File: config.mk
export PLATFORM = sky130hd
export DESIGN_NAME = oled_mode_mux_flat
export DESIGN_NICKNAME = d
export VERILOG_FILES = /design/src/rtl/oled_mode_mux_if.sv /design/src/rtl/oled_mode_mux.sv /design/src/flat_wrapper.sv
export SDC_FILE = /design/constraint.sdc
export NUM_CORES = 1
export LEC_CHECK = 0
export BUFFER_PORTS_ARGS = -buffer_cell sky130_fd_sc_hd__buf_2
export CAP_MARGIN = 25
export CORE_MARGIN = 8
export CORE_UTILIZATION = 46
export CTS_BUF_LIST = sky130_fd_sc_hd__clkbuf_16
export DETAILED_ROUTE_END_ITERATION = 6
export GPL_ROUTABILITY_DRIVEN = 0
export GPL_TIMING_DRIVEN = 0
export PLACE_DENSITY = 0.8
export SYNTH_ARGS = -nofsm -noshare
export SYNTH_HDL_FRONTEND = slang
export SYNTH_SLANG_ARGS = --single-unit
File: constraint.sdc
create_clock -name CLOCK -period 2.05 [get_ports CLOCK]
set_input_delay 0.1025 -clock CLOCK [delete_from_list [all_inputs] [get_ports CLOCK]]
set_output_delay 0.1025 -clock CLOCK [all_outputs]
set_load 0.03 [all_outputs]
File: src/rtl/oled_mode_mux_if.sv
`timescale 1ns/1ps
`default_nettype none
// =============================================================================
// Module   : oled_mode_mux_if
// Purpose  : Bundles the frame/button inputs, per-source pixel bus and the UI
//            outputs of the OLED source selector.
//   slave  : view taken by oled_mode_mux (inputs: frame_begin, load_done,
//            btn_u/d/l/r/c, src_data; outputs: oled_data, active_src, cursor,
//            app_en, app_btn_u/d, setsel, settings, switch_pend).
//   master : view taken by whatever drives the selector (directions mirrored).
// Revision : 1.0 - initial release
// =============================================================================
interface oled_mode_mux_if #(
  parameter int NUM_SRC = 6,
  parameter int NUM_SET = 3,
  parameter int SET_W   = 2,
  parameter int SRC_W   = $clog2(NUM_SRC)
) ();

  logic                     frame_begin;
  logic                     load_done;
  logic                     btn_u;
  logic                     btn_d;
  logic                     btn_l;
  logic                     btn_r;
  logic                     btn_c;
  logic [16*NUM_SRC-1:0]    src_data;

  logic [15:0]              oled_data;
  logic [SRC_W-1:0]         active_src;
  logic [SRC_W-1:0]         cursor;
  logic [NUM_SRC-1:0]       app_en;
  logic                     app_btn_u;
  logic                     app_btn_d;
  logic [1:0]               setsel;
  logic [NUM_SET*SET_W-1:0] settings;
  logic                     switch_pend;

  modport slave (
    input  frame_begin, load_done, btn_u, btn_d, btn_l, btn_r, btn_c, src_data,
    output oled_data, active_src, cursor, app_en, app_btn_u, app_btn_d,
           setsel, settings, switch_pend
  );

  modport master (
    output frame_begin, load_done, btn_u, btn_d, btn_l, btn_r, btn_c, src_data,
    input  oled_data, active_src, cursor, app_en, app_btn_u, app_btn_d,
           setsel, settings, switch_pend
  );

endinterface
`default_nettype wire

File: src/rtl/oled_mode_mux.sv
`timescale 1ns/1ps
`default_nettype none
// =============================================================================
// Module   : oled_mode_mux
// Purpose  : OLED source selector and UI controller. Sequences loading ->
//            welcome -> menu -> application screens from button pulses, keeps
//            per-application settings counters across visits, and swaps the
//            displayed pixel source only on a frame boundary.
// Ports    : CLOCK  - system clock (rising edge)
//            reset  - asynchronous active-low reset
//            bus    - oled_mode_mux_if.slave (buttons, frame_begin, load_done,
//                     src_data in; oled_data, active_src, cursor, app_en,
//                     app_btn_u/d, setsel, settings, switch_pend out)
// Revision : 1.0 - initial release
// =============================================================================
module oled_mode_mux #(
  parameter int NUM_SRC = 6,
  parameter int NUM_SET = 3,
  parameter int SET_W   = 2,
  parameter int SRC_W   = $clog2(NUM_SRC)
) (
  input  wire logic      CLOCK,
  input  wire logic      reset,
  oled_mode_mux_if.slave bus
);

  localparam int               c_num_app   = NUM_SRC - 3;
  localparam logic [SRC_W-1:0] c_src_load  = SRC_W'(0);
  localparam logic [SRC_W-1:0] c_src_wel   = SRC_W'(1);
  localparam logic [SRC_W-1:0] c_src_menu  = SRC_W'(2);
  localparam logic [SRC_W-1:0] c_first_app = SRC_W'(3);
  localparam logic [SRC_W-1:0] c_last_app  = SRC_W'(NUM_SRC - 1);
  localparam logic [1:0]       c_last_set  = 2'(NUM_SET - 1);

  typedef enum logic [1:0] {
    S_LOAD    = 2'd0,
    S_WELCOME = 2'd1,
    S_MENU    = 2'd2,
    S_APP     = 2'd3
  } state_t;

  state_t             r_state, w_state_nxt;
  logic [SRC_W-1:0]   r_req_src, w_req_nxt;
  logic [SRC_W-1:0]   r_active_src;
  logic [SRC_W-1:0]   r_cursor, w_cursor_nxt;
  logic [SRC_W-1:0]   r_app, w_app_nxt;
  logic [1:0]         r_setsel, w_setsel_nxt;
  logic               w_set_inc;
  logic [NUM_SRC-1:0] r_app_en, w_app_en_nxt;
  logic               r_app_btn_u, r_app_btn_d;
  logic [SET_W-1:0]   r_settings [c_num_app][NUM_SET];

  logic [NUM_SET*SET_W-1:0] w_settings;
  logic [15:0]              w_oled;

  // Only the highest-priority pulse of a cycle survives: c > l > r > u/d.
  logic w_c, w_l, w_r, w_u, w_d;
  assign w_c = bus.btn_c;
  assign w_l = bus.btn_l & ~bus.btn_c;
  assign w_r = bus.btn_r & ~bus.btn_c & ~bus.btn_l;
  assign w_u = bus.btn_u & ~(bus.btn_c | bus.btn_l | bus.btn_r);
  assign w_d = bus.btn_d & ~(bus.btn_c | bus.btn_l | bus.btn_r);

  // ---------------------------------------------------------------------------
  // Next-state / next-value logic
  // ---------------------------------------------------------------------------
  always_comb begin
    w_state_nxt  = r_state;
    w_cursor_nxt = r_cursor;
    w_app_nxt    = r_app;
    w_setsel_nxt = r_setsel;
    w_set_inc    = 1'b0;
    case (r_state)
      S_LOAD: begin
        if (bus.load_done) w_state_nxt = S_WELCOME;
      end
      S_WELCOME: begin
        if (w_c) w_state_nxt = S_MENU;
      end
      S_MENU: begin
        if (w_c) begin
          w_app_nxt    = r_cursor;
          w_setsel_nxt = 2'd0;
          w_state_nxt  = S_APP;
        end else if (w_d && !w_u) begin
          w_cursor_nxt = (r_cursor == c_last_app) ? c_first_app : r_cursor + SRC_W'(1);
        end else if (w_u && !w_d) begin
          // Simultaneous up and down cancel out.
          w_cursor_nxt = (r_cursor == c_first_app) ? c_last_app : r_cursor - SRC_W'(1);
        end
      end
      S_APP: begin
        if (w_c) begin
          w_state_nxt = S_MENU;
        end else if (w_l) begin
          w_setsel_nxt = (r_setsel == c_last_set) ? 2'd0 : r_setsel + 2'd1;
        end else if (w_r) begin
          w_set_inc = 1'b1;
        end
      end
      default: w_state_nxt = S_LOAD;
    endcase
  end

  always_comb begin
    w_req_nxt = c_src_load;
    case (w_state_nxt)
      S_LOAD:    w_req_nxt = c_src_load;
      S_WELCOME: w_req_nxt = c_src_wel;
      S_MENU:    w_req_nxt = c_src_menu;
      S_APP:     w_req_nxt = w_app_nxt;
      default:   w_req_nxt = c_src_load;
    endcase
  end

  always_comb begin
    w_app_en_nxt = '0;
    for (int k = 0; k < NUM_SRC; k++) begin
      w_app_en_nxt[k] = (w_state_nxt == S_APP) && (w_app_nxt == SRC_W'(k));
    end
  end

  // ---------------------------------------------------------------------------
  // State and UI registers
  // ---------------------------------------------------------------------------
  always_ff @(posedge CLOCK or negedge reset) begin
    if (!reset) begin
      r_state      <= S_LOAD;
      r_req_src    <= c_src_load;
      r_active_src <= c_src_load;
      r_cursor     <= c_first_app;
      r_app        <= c_first_app;
      r_setsel     <= 2'd0;
      r_app_en     <= '0;
      r_app_btn_u  <= 1'b0;
      r_app_btn_d  <= 1'b0;
    end else begin
      r_state     <= w_state_nxt;
      r_req_src   <= w_req_nxt;
      r_cursor    <= w_cursor_nxt;
      r_app       <= w_app_nxt;
      r_setsel    <= w_setsel_nxt;
      r_app_en    <= w_app_en_nxt;
      r_app_btn_u <= (r_state == S_APP) && w_u;
      r_app_btn_d <= (r_state == S_APP) && w_d;
      // Old r_req_src is taken here, so a request made on a frame_begin
      // edge waits for the following frame.
      if (bus.frame_begin) r_active_src <= r_req_src;
    end
  end

  // Settings counters: one bank per application, wrap modulo 2^SET_W.
  always_ff @(posedge CLOCK or negedge reset) begin
    if (!reset) begin
      for (int a = 0; a < c_num_app; a++) begin
        for (int s = 0; s < NUM_SET; s++) begin
          r_settings[a][s] <= '0;
        end
      end
    end else if (w_set_inc) begin
      for (int a = 0; a < c_num_app; a++) begin
        for (int s = 0; s < NUM_SET; s++) begin
          if ((r_app == SRC_W'(a + 3)) && (r_setsel == 2'(s))) begin
            r_settings[a][s] <= r_settings[a][s] + SET_W'(1);
          end
        end
      end
    end
  end

  // ---------------------------------------------------------------------------
  // Output selection
  // ---------------------------------------------------------------------------
  always_comb begin
    w_settings = '0;
    for (int a = 0; a < c_num_app; a++) begin
      if (r_app == SRC_W'(a + 3)) begin
        for (int s = 0; s < NUM_SET; s++) begin
          w_settings[s*SET_W +: SET_W] = r_settings[a][s];
        end
      end
    end
  end

  always_comb begin
    w_oled = '0;
    for (int k = 0; k < NUM_SRC; k++) begin
      if (r_active_src == SRC_W'(k)) w_oled = bus.src_data[16*k +: 16];
    end
  end

  assign bus.oled_data   = w_oled;
  assign bus.active_src  = r_active_src;
  assign bus.cursor      = r_cursor;
  assign bus.app_en      = r_app_en;
  assign bus.app_btn_u   = r_app_btn_u;
  assign bus.app_btn_d   = r_app_btn_d;
  assign bus.setsel      = r_setsel;
  assign bus.settings    = w_settings;
  assign bus.switch_pend = (r_req_src != r_active_src);

endmodule
`default_nettype wire

File: src/flat_wrapper.sv
// flat-port wrapper written by rule: the top's interface ports become plain ports
module oled_mode_mux_flat 
#(
  parameter int NUM_SRC = 6,
  parameter int NUM_SET = 3,
  parameter int SET_W   = 2,
  parameter int SRC_W   = $clog2(NUM_SRC)
)
  (CLOCK, reset, bus_frame_begin, bus_load_done, bus_btn_u, bus_btn_d, bus_btn_l, bus_btn_r, bus_btn_c, bus_src_data, bus_oled_data, bus_active_src, bus_cursor, bus_app_en, bus_app_btn_u, bus_app_btn_d, bus_setsel, bus_settings, bus_switch_pend);
  oled_mode_mux_if #(.NUM_SRC(NUM_SRC), .NUM_SET(NUM_SET), .SET_W(SET_W), .SRC_W(SRC_W)) bus_i ();
  input  wire logic CLOCK;
  input  wire logic reset;
  input wire logic [$bits(bus_i.frame_begin)-1:0] bus_frame_begin;
  input wire logic [$bits(bus_i.load_done)-1:0] bus_load_done;
  input wire logic [$bits(bus_i.btn_u)-1:0] bus_btn_u;
  input wire logic [$bits(bus_i.btn_d)-1:0] bus_btn_d;
  input wire logic [$bits(bus_i.btn_l)-1:0] bus_btn_l;
  input wire logic [$bits(bus_i.btn_r)-1:0] bus_btn_r;
  input wire logic [$bits(bus_i.btn_c)-1:0] bus_btn_c;
  input wire logic [$bits(bus_i.src_data)-1:0] bus_src_data;
  output wire logic [$bits(bus_i.oled_data)-1:0] bus_oled_data;
  output wire logic [$bits(bus_i.active_src)-1:0] bus_active_src;
  output wire logic [$bits(bus_i.cursor)-1:0] bus_cursor;
  output wire logic [$bits(bus_i.app_en)-1:0] bus_app_en;
  output wire logic [$bits(bus_i.app_btn_u)-1:0] bus_app_btn_u;
  output wire logic [$bits(bus_i.app_btn_d)-1:0] bus_app_btn_d;
  output wire logic [$bits(bus_i.setsel)-1:0] bus_setsel;
  output wire logic [$bits(bus_i.settings)-1:0] bus_settings;
  output wire logic [$bits(bus_i.switch_pend)-1:0] bus_switch_pend;
  assign bus_i.frame_begin = bus_frame_begin;
  assign bus_i.load_done = bus_load_done;
  assign bus_i.btn_u = bus_btn_u;
  assign bus_i.btn_d = bus_btn_d;
  assign bus_i.btn_l = bus_btn_l;
  assign bus_i.btn_r = bus_btn_r;
  assign bus_i.btn_c = bus_btn_c;
  assign bus_i.src_data = bus_src_data;
  assign bus_oled_data = bus_i.oled_data;
  assign bus_active_src = bus_i.active_src;
  assign bus_cursor = bus_i.cursor;
  assign bus_app_en = bus_i.app_en;
  assign bus_app_btn_u = bus_i.app_btn_u;
  assign bus_app_btn_d = bus_i.app_btn_d;
  assign bus_setsel = bus_i.setsel;
  assign bus_settings = bus_i.settings;
  assign bus_switch_pend = bus_i.switch_pend;
  oled_mode_mux #(.NUM_SRC(NUM_SRC), .NUM_SET(NUM_SET), .SET_W(SET_W), .SRC_W(SRC_W)) u_core (.CLOCK(CLOCK), .reset(reset), .bus(bus_i));
endmodule
; ---- Yosys cells after proc, flatten, opt, wreduce, memory -nomap -nowiden
; Index checks and enable logic that the tools add are counted.
[totals]
register_bits = 42
out_inout_bits = 39
elab_cells = 136
[op_classes]
addsub = 12
n_eq_ne = 27
n_mux = 29
bitwise_logic = 10
reduce_logical = 40
[ops]
columns = cell, count
row1 = 2-to-1 mux 16 bit, 6
row2 = == test 3 bit (second input constant), 7
row3 = adder 2 x 1 -> 2 bit (second input constant), 10
row4 = logical AND 1 bit, 19
row5 = == test 3 x 2 -> 1 bit (second input constant), 6
row6 = 2-to-1 mux 3 bit, 6
row7 = 2-to-1 mux 6 bit, 3
row8 = AND reduction 2 bit, 9
row9 = 2-to-1 mux 2 bit, 7
row10 = case mux 3 bit (4 select lines), 1
row11 = == test 2 bit (second input constant), 5
row12 = == test 2 x 1 -> 1 bit (second input constant), 3
row13 = == test 3 x 1 -> 1 bit (second input constant), 2
row14 = zero test 2 bit, 3
row15 = zero test 3 bit, 2
row16 = case mux 2 bit (3 select lines), 1
row17 = bitwise AND 1 bit, 5
row18 = 2-to-1 mux 1 bit, 4
row19 = inequality test 2 bit (second input constant), 2
row20 = case mux 2 bit (2 select lines), 1
row21 = AND reduction 4 bit, 1
row22 = nonzero test 2 bit, 2
row23 = adder 3 x 1 -> 3 bit (second input constant), 1
row24 = inequality test 3 bit, 1
row25 = 7 further kinds, 11

; ---- Depth between registers and ports, before layout
[logic_depth]
word_depth = 8
mapped_depth = 8

; ---- Worst setup path after synthesis
; Ideal clock, no wire load.
[synth_timing]
path_kind = flip-flop to output port
from = register u_core.r_active_src[0] (netlist: u_core.bus.active_src[0])
to = output port bus_oled_data[10]
t_arrival_ns = 1.749
required_ns = 1.947
setup_slack_ns = 0.199
path_stages_with_launch = 7
path_buffers = 3
cell_sequence = dfrtp_1 buf_2 nor2b_1 buf_2 buf_2 a2bb2oi_1 o221ai_1
[synth_between]
elab_chain_len = 7
[synth_lines]
columns = item, line
row1 = "start, declared", oled_mode_mux.sv:44  ; logic [SRC_W-1:0] r_active_src;
row2 = "start signal, assigned", oled_mode_mux.sv:130  ; r_active_src <= c_src_load;
row3 = "start signal, assigned", oled_mode_mux.sv:148  ; if (bus.frame_begin) r_active_src <= r_req_src;
row4 = zero test 3 bit, oled_mode_mux.sv:188  ; if (r_active_src == SRC_W'(k)) w_oled = bus.src_data[16*k +: 16];
row5 = 2-to-1 mux 16 bit (5 in series), oled_mode_mux.sv:188
row6 = 2-to-1 mux 16 bit (*), oled_mode_mux.sv:188
row7 = "end, declared", flat_wrapper.sv:21  ; output wire logic [$bits(bus_i.oled_data)-1:0] bus_oled_data;
; Mark *: on every way between the ends. The rest lies on a longest branch, timed or not.

; ---- Worst setup path in the final report
[layout_timing]
from = register u_core.r_active_src[0] (netlist: u_core.bus.active_src[0])
to = output port bus_oled_data[14]
; Same word-level chain as after synthesis.

==> results.ini <==
[floorplanning]
io_pins = 144
dieArea_um2 = 9020
fp.dieH_um = 95.0
die_w_um = 95.0
row_count = 28
core_area_um2 = 5990
initial_core_util = 0.479

[cts]
cts_buffers = 5
clkLatencyLatePin_ns = 0.28
cts-root-buf = clkbuf_16
cts.clk_slew.worst_paths_ns = 0.06
numClockSinks = 42
cts_tree = yes
h-tree-depth = 2
postCtsSetupBuffers = 0
cts_buffer_depth = 2

[global_route]
first_global_vias = 2774
grt.total_usage = 0.198
grt_pass1_wl_um = 14100
overflow = 0
grt_max_degree = 43
grt_antenna_before_repair = 1

[routing]
drt-total-wl_um = 9090
vias = 2819
drcViolationCount = 0
drtPass1Iterations = 4
viasPerCell = 5.56
wl_per_cell_um = 17.9
drtIter0Drc = 135
antenna_left = 0

[synthesis]
synth-edff-count = 0
async_flop_share = 1.00
synth_area_per_cell_um2 = 10.2
yosysWarnings = 0
syn-num-nets = 391
ys_ff_latch = 42
synthFlopType = dfrtp_1
synth_cell_types = 49
syn_area_um2 = 2870
yosysSeqAreaShare = 0.368
synth_cells = 281

[timing]
slew_viol_final = 0
period_share = 0.957
max_freq_mhz = 510
hold_violations = 0
slew_headroom = 0.386
setup_viol = 0
tightest_slew_ns = 0.921
post-route-min-period_ns = 1.96
finClkSkew_ns = 0.00503

[cells_and_area]
layout-drive-gt1-share = 0.425
layout_commonest_cell = buf_2
fin_util = 0.642
final_nets = 540
syn2layout_area_growth_pct = 34.0
stdcell_area_um2 = 3840
final_cell_mix = buf_2 (148), mux2i_1 (38), dfrtp_1 (38)

[placement]
dpl.hpwl_um = 7270
port_buffers = 143
placed_cell_area_um2 = 3680

[critical_path]
end_kind = output pin
cp-start-kind = flop
arrival_ns = 1.86
cp_max_fo = 10
critPathRequiredTime_ns = 1.95
worstSetupPathType = reg -> out

[power_and_ir_drop]
irDropWorstVdd_mv = 1.04
p_leak_uw = 0.00190
pwr_density_cell_nw_per_um2 = 1400

[run]
drv_cap = 0

[outcome]
outcome = finished clean

[worst_hold_path]
hp-class = in -> reg

[layer usage]
metal	up-vias	GRT usage	wire length [um]
li1	1345	-	-
met1	1330	0.221	3570
met2	132	0.363	4590
met3	12	0.0437	817
met4	0	0.0637	116
met5	-	0	0
[where the power goes]
group | internal (uW) | total, uW | switching (uW)
clock | 444 | 759 | 315
sequential | 1070 | 1300 | 231
combinational | 1310 | 3330 | 2020
[synth_stat cells (2+ instances only)]
library cell | n | area share
dfrtp_1 | 38 | 0.33
mux2i_1 | 38 | 0.13
nand2_1 | 23 | 0.030
xnor2_1 | 19 | 0.058
a2bb2oi_1 | 16 | 0.049
o221ai_1 | 16 | 0.049
buf_2 | 11 | 0.019
nand3_1 | 11 | 0.019
nand4_1 | 8 | 0.017
nor3_1 | 8 | 0.014
clkbuf_1 | 6 | 0.0079
o21ai_1 | 6 | 0.010
ha_1 | 5 | 0.022
inv_1 | 5 | 0.0065
nand2b_1 | 5 | 0.011
nor2_1 | 5 | 0.0065
dfstp_2 | 4 | 0.037
o2bb2ai_1 | 4 | 0.012
and3b_1 | 3 | 0.0092
buf_4 | 3 | 0.0079
mux2_2 | 3 | 0.012
nor2b_1 | 3 | 0.0065
nor3b_1 | 3 | 0.0079
a21boi_1 | 2 | 0.0052
a21o_1 | 2 | 0.0052
a22o_1 | 2 | 0.0061
and4bb_2 | 2 | 0.0087
inv_2 | 2 | 0.0026
mux2_1 | 2 | 0.0079
mux2i_2 | 2 | 0.0096
nand3b_1 | 2 | 0.0052
nand4b_1 | 2 | 0.0061
nor4_1 | 2 | 0.0044
nor4b_4 | 2 | 0.017
xor2_1 | 2 | 0.0061
[timing repair]
| item | in CTS | in global routing |
|---|---|---|
| setup endpoints to repair | 10 | 13 |
| endpoints found under the hold margin | 38 | 0 |
| gates cloned | 0 | 0 |
| hold buffers | 1 | 0 |
| resized for setup | 2 | 11 |
[cell families after synthesis]
family	Yosys count	synth area share
AND/OR/NAND/NOR	84	0.180
XOR/XNOR	21	0.0641
adder cells (fa/ha/maj)	5	0.0218
buffers and inverters	29	0.0493
AO/OA/AOI/OAI	55	0.155
multiplexers	45	0.162
flip-flops	42	0.368
[final cells by class]
cell class | instances | area, um^2
Sequential cell | 42 | 1060
Buffer | 20 | 120
Tap cell | 75 | 93.8
Multi-Input combinational cell | 210 | 1670
Clock inverter | 3 | 16.3
Timing Repair Buffer | 144 | 733
Inverter | 7 | 26.3
Fill cell | 527 | 2150
Clock buffer | 5 | 125
Antenna cell | 1 | 2.50
[flip-flops by register name, summed over array words and instances (netlist names)]
register and cells:
u_core.r_settings 18, u_core.r_state 2, u_core.bus.app_btn_d 1, u_core.bus.setsel 2
u_core.r_app 3, u_core.bus.cursor 3, u_core.bus.app_btn_u 1, u_core.r_req_src 3
u_core.bus.active_src 3, u_core.bus.app_en 6
[final timing paths]
kind / endpoint / slack, ns / from / cells after the start
max: bus_oled_data[14] / 0.09 / u_core.bus.active_src[0] / 7
min: u_core.bus.app_btn_u / 0.08 / bus_btn_u / 3
max reg2reg: u_core.bus.cursor[2] / 0.33 / u_core.bus.cursor[0] / 5
min reg2reg: u_core.r_settings[14] / 0.47 / u_core.r_settings[14] / 1
max in group asynchronous: u_core.bus.active_src[2] / 0.97 / reset / 2
min in group asynchronous: u_core.r_settings[1] / 0.48 / reset / 2
[per-stage QoR]
stage | hold slack, ns | power, uW | cells | worst slack (ns) | setup TNS [ns]
floorplan | -0.193 | 3710 | 281 | 0.199 | 0
global placement | 0.277 | 4530 | 499 | -0.0655 | -0.0655
detailed placement | 0.288 | 4600 | 499 | -0.141 | -0.188
CTS | 0.0783 | 5390 | 508 | 0.0253 | 0
global route | 0.0916 | 5710 | 507 | -0.000681 | -0.000681
finish | 0.0808 | 5390 | 507 | 0.0880 | 0
[critical path, stage by stage, from the launching register on]
cell	delay (ns)
dfrtp_1	0.38
clkbuf_4	0.19
nor2b_1	0.11
buf_2	0.18
buf_4	0.20
a2bb2oi_1	0.08
o221ai_1	0.19
buf_2	0.24
(Power assumes the default switching activity.)
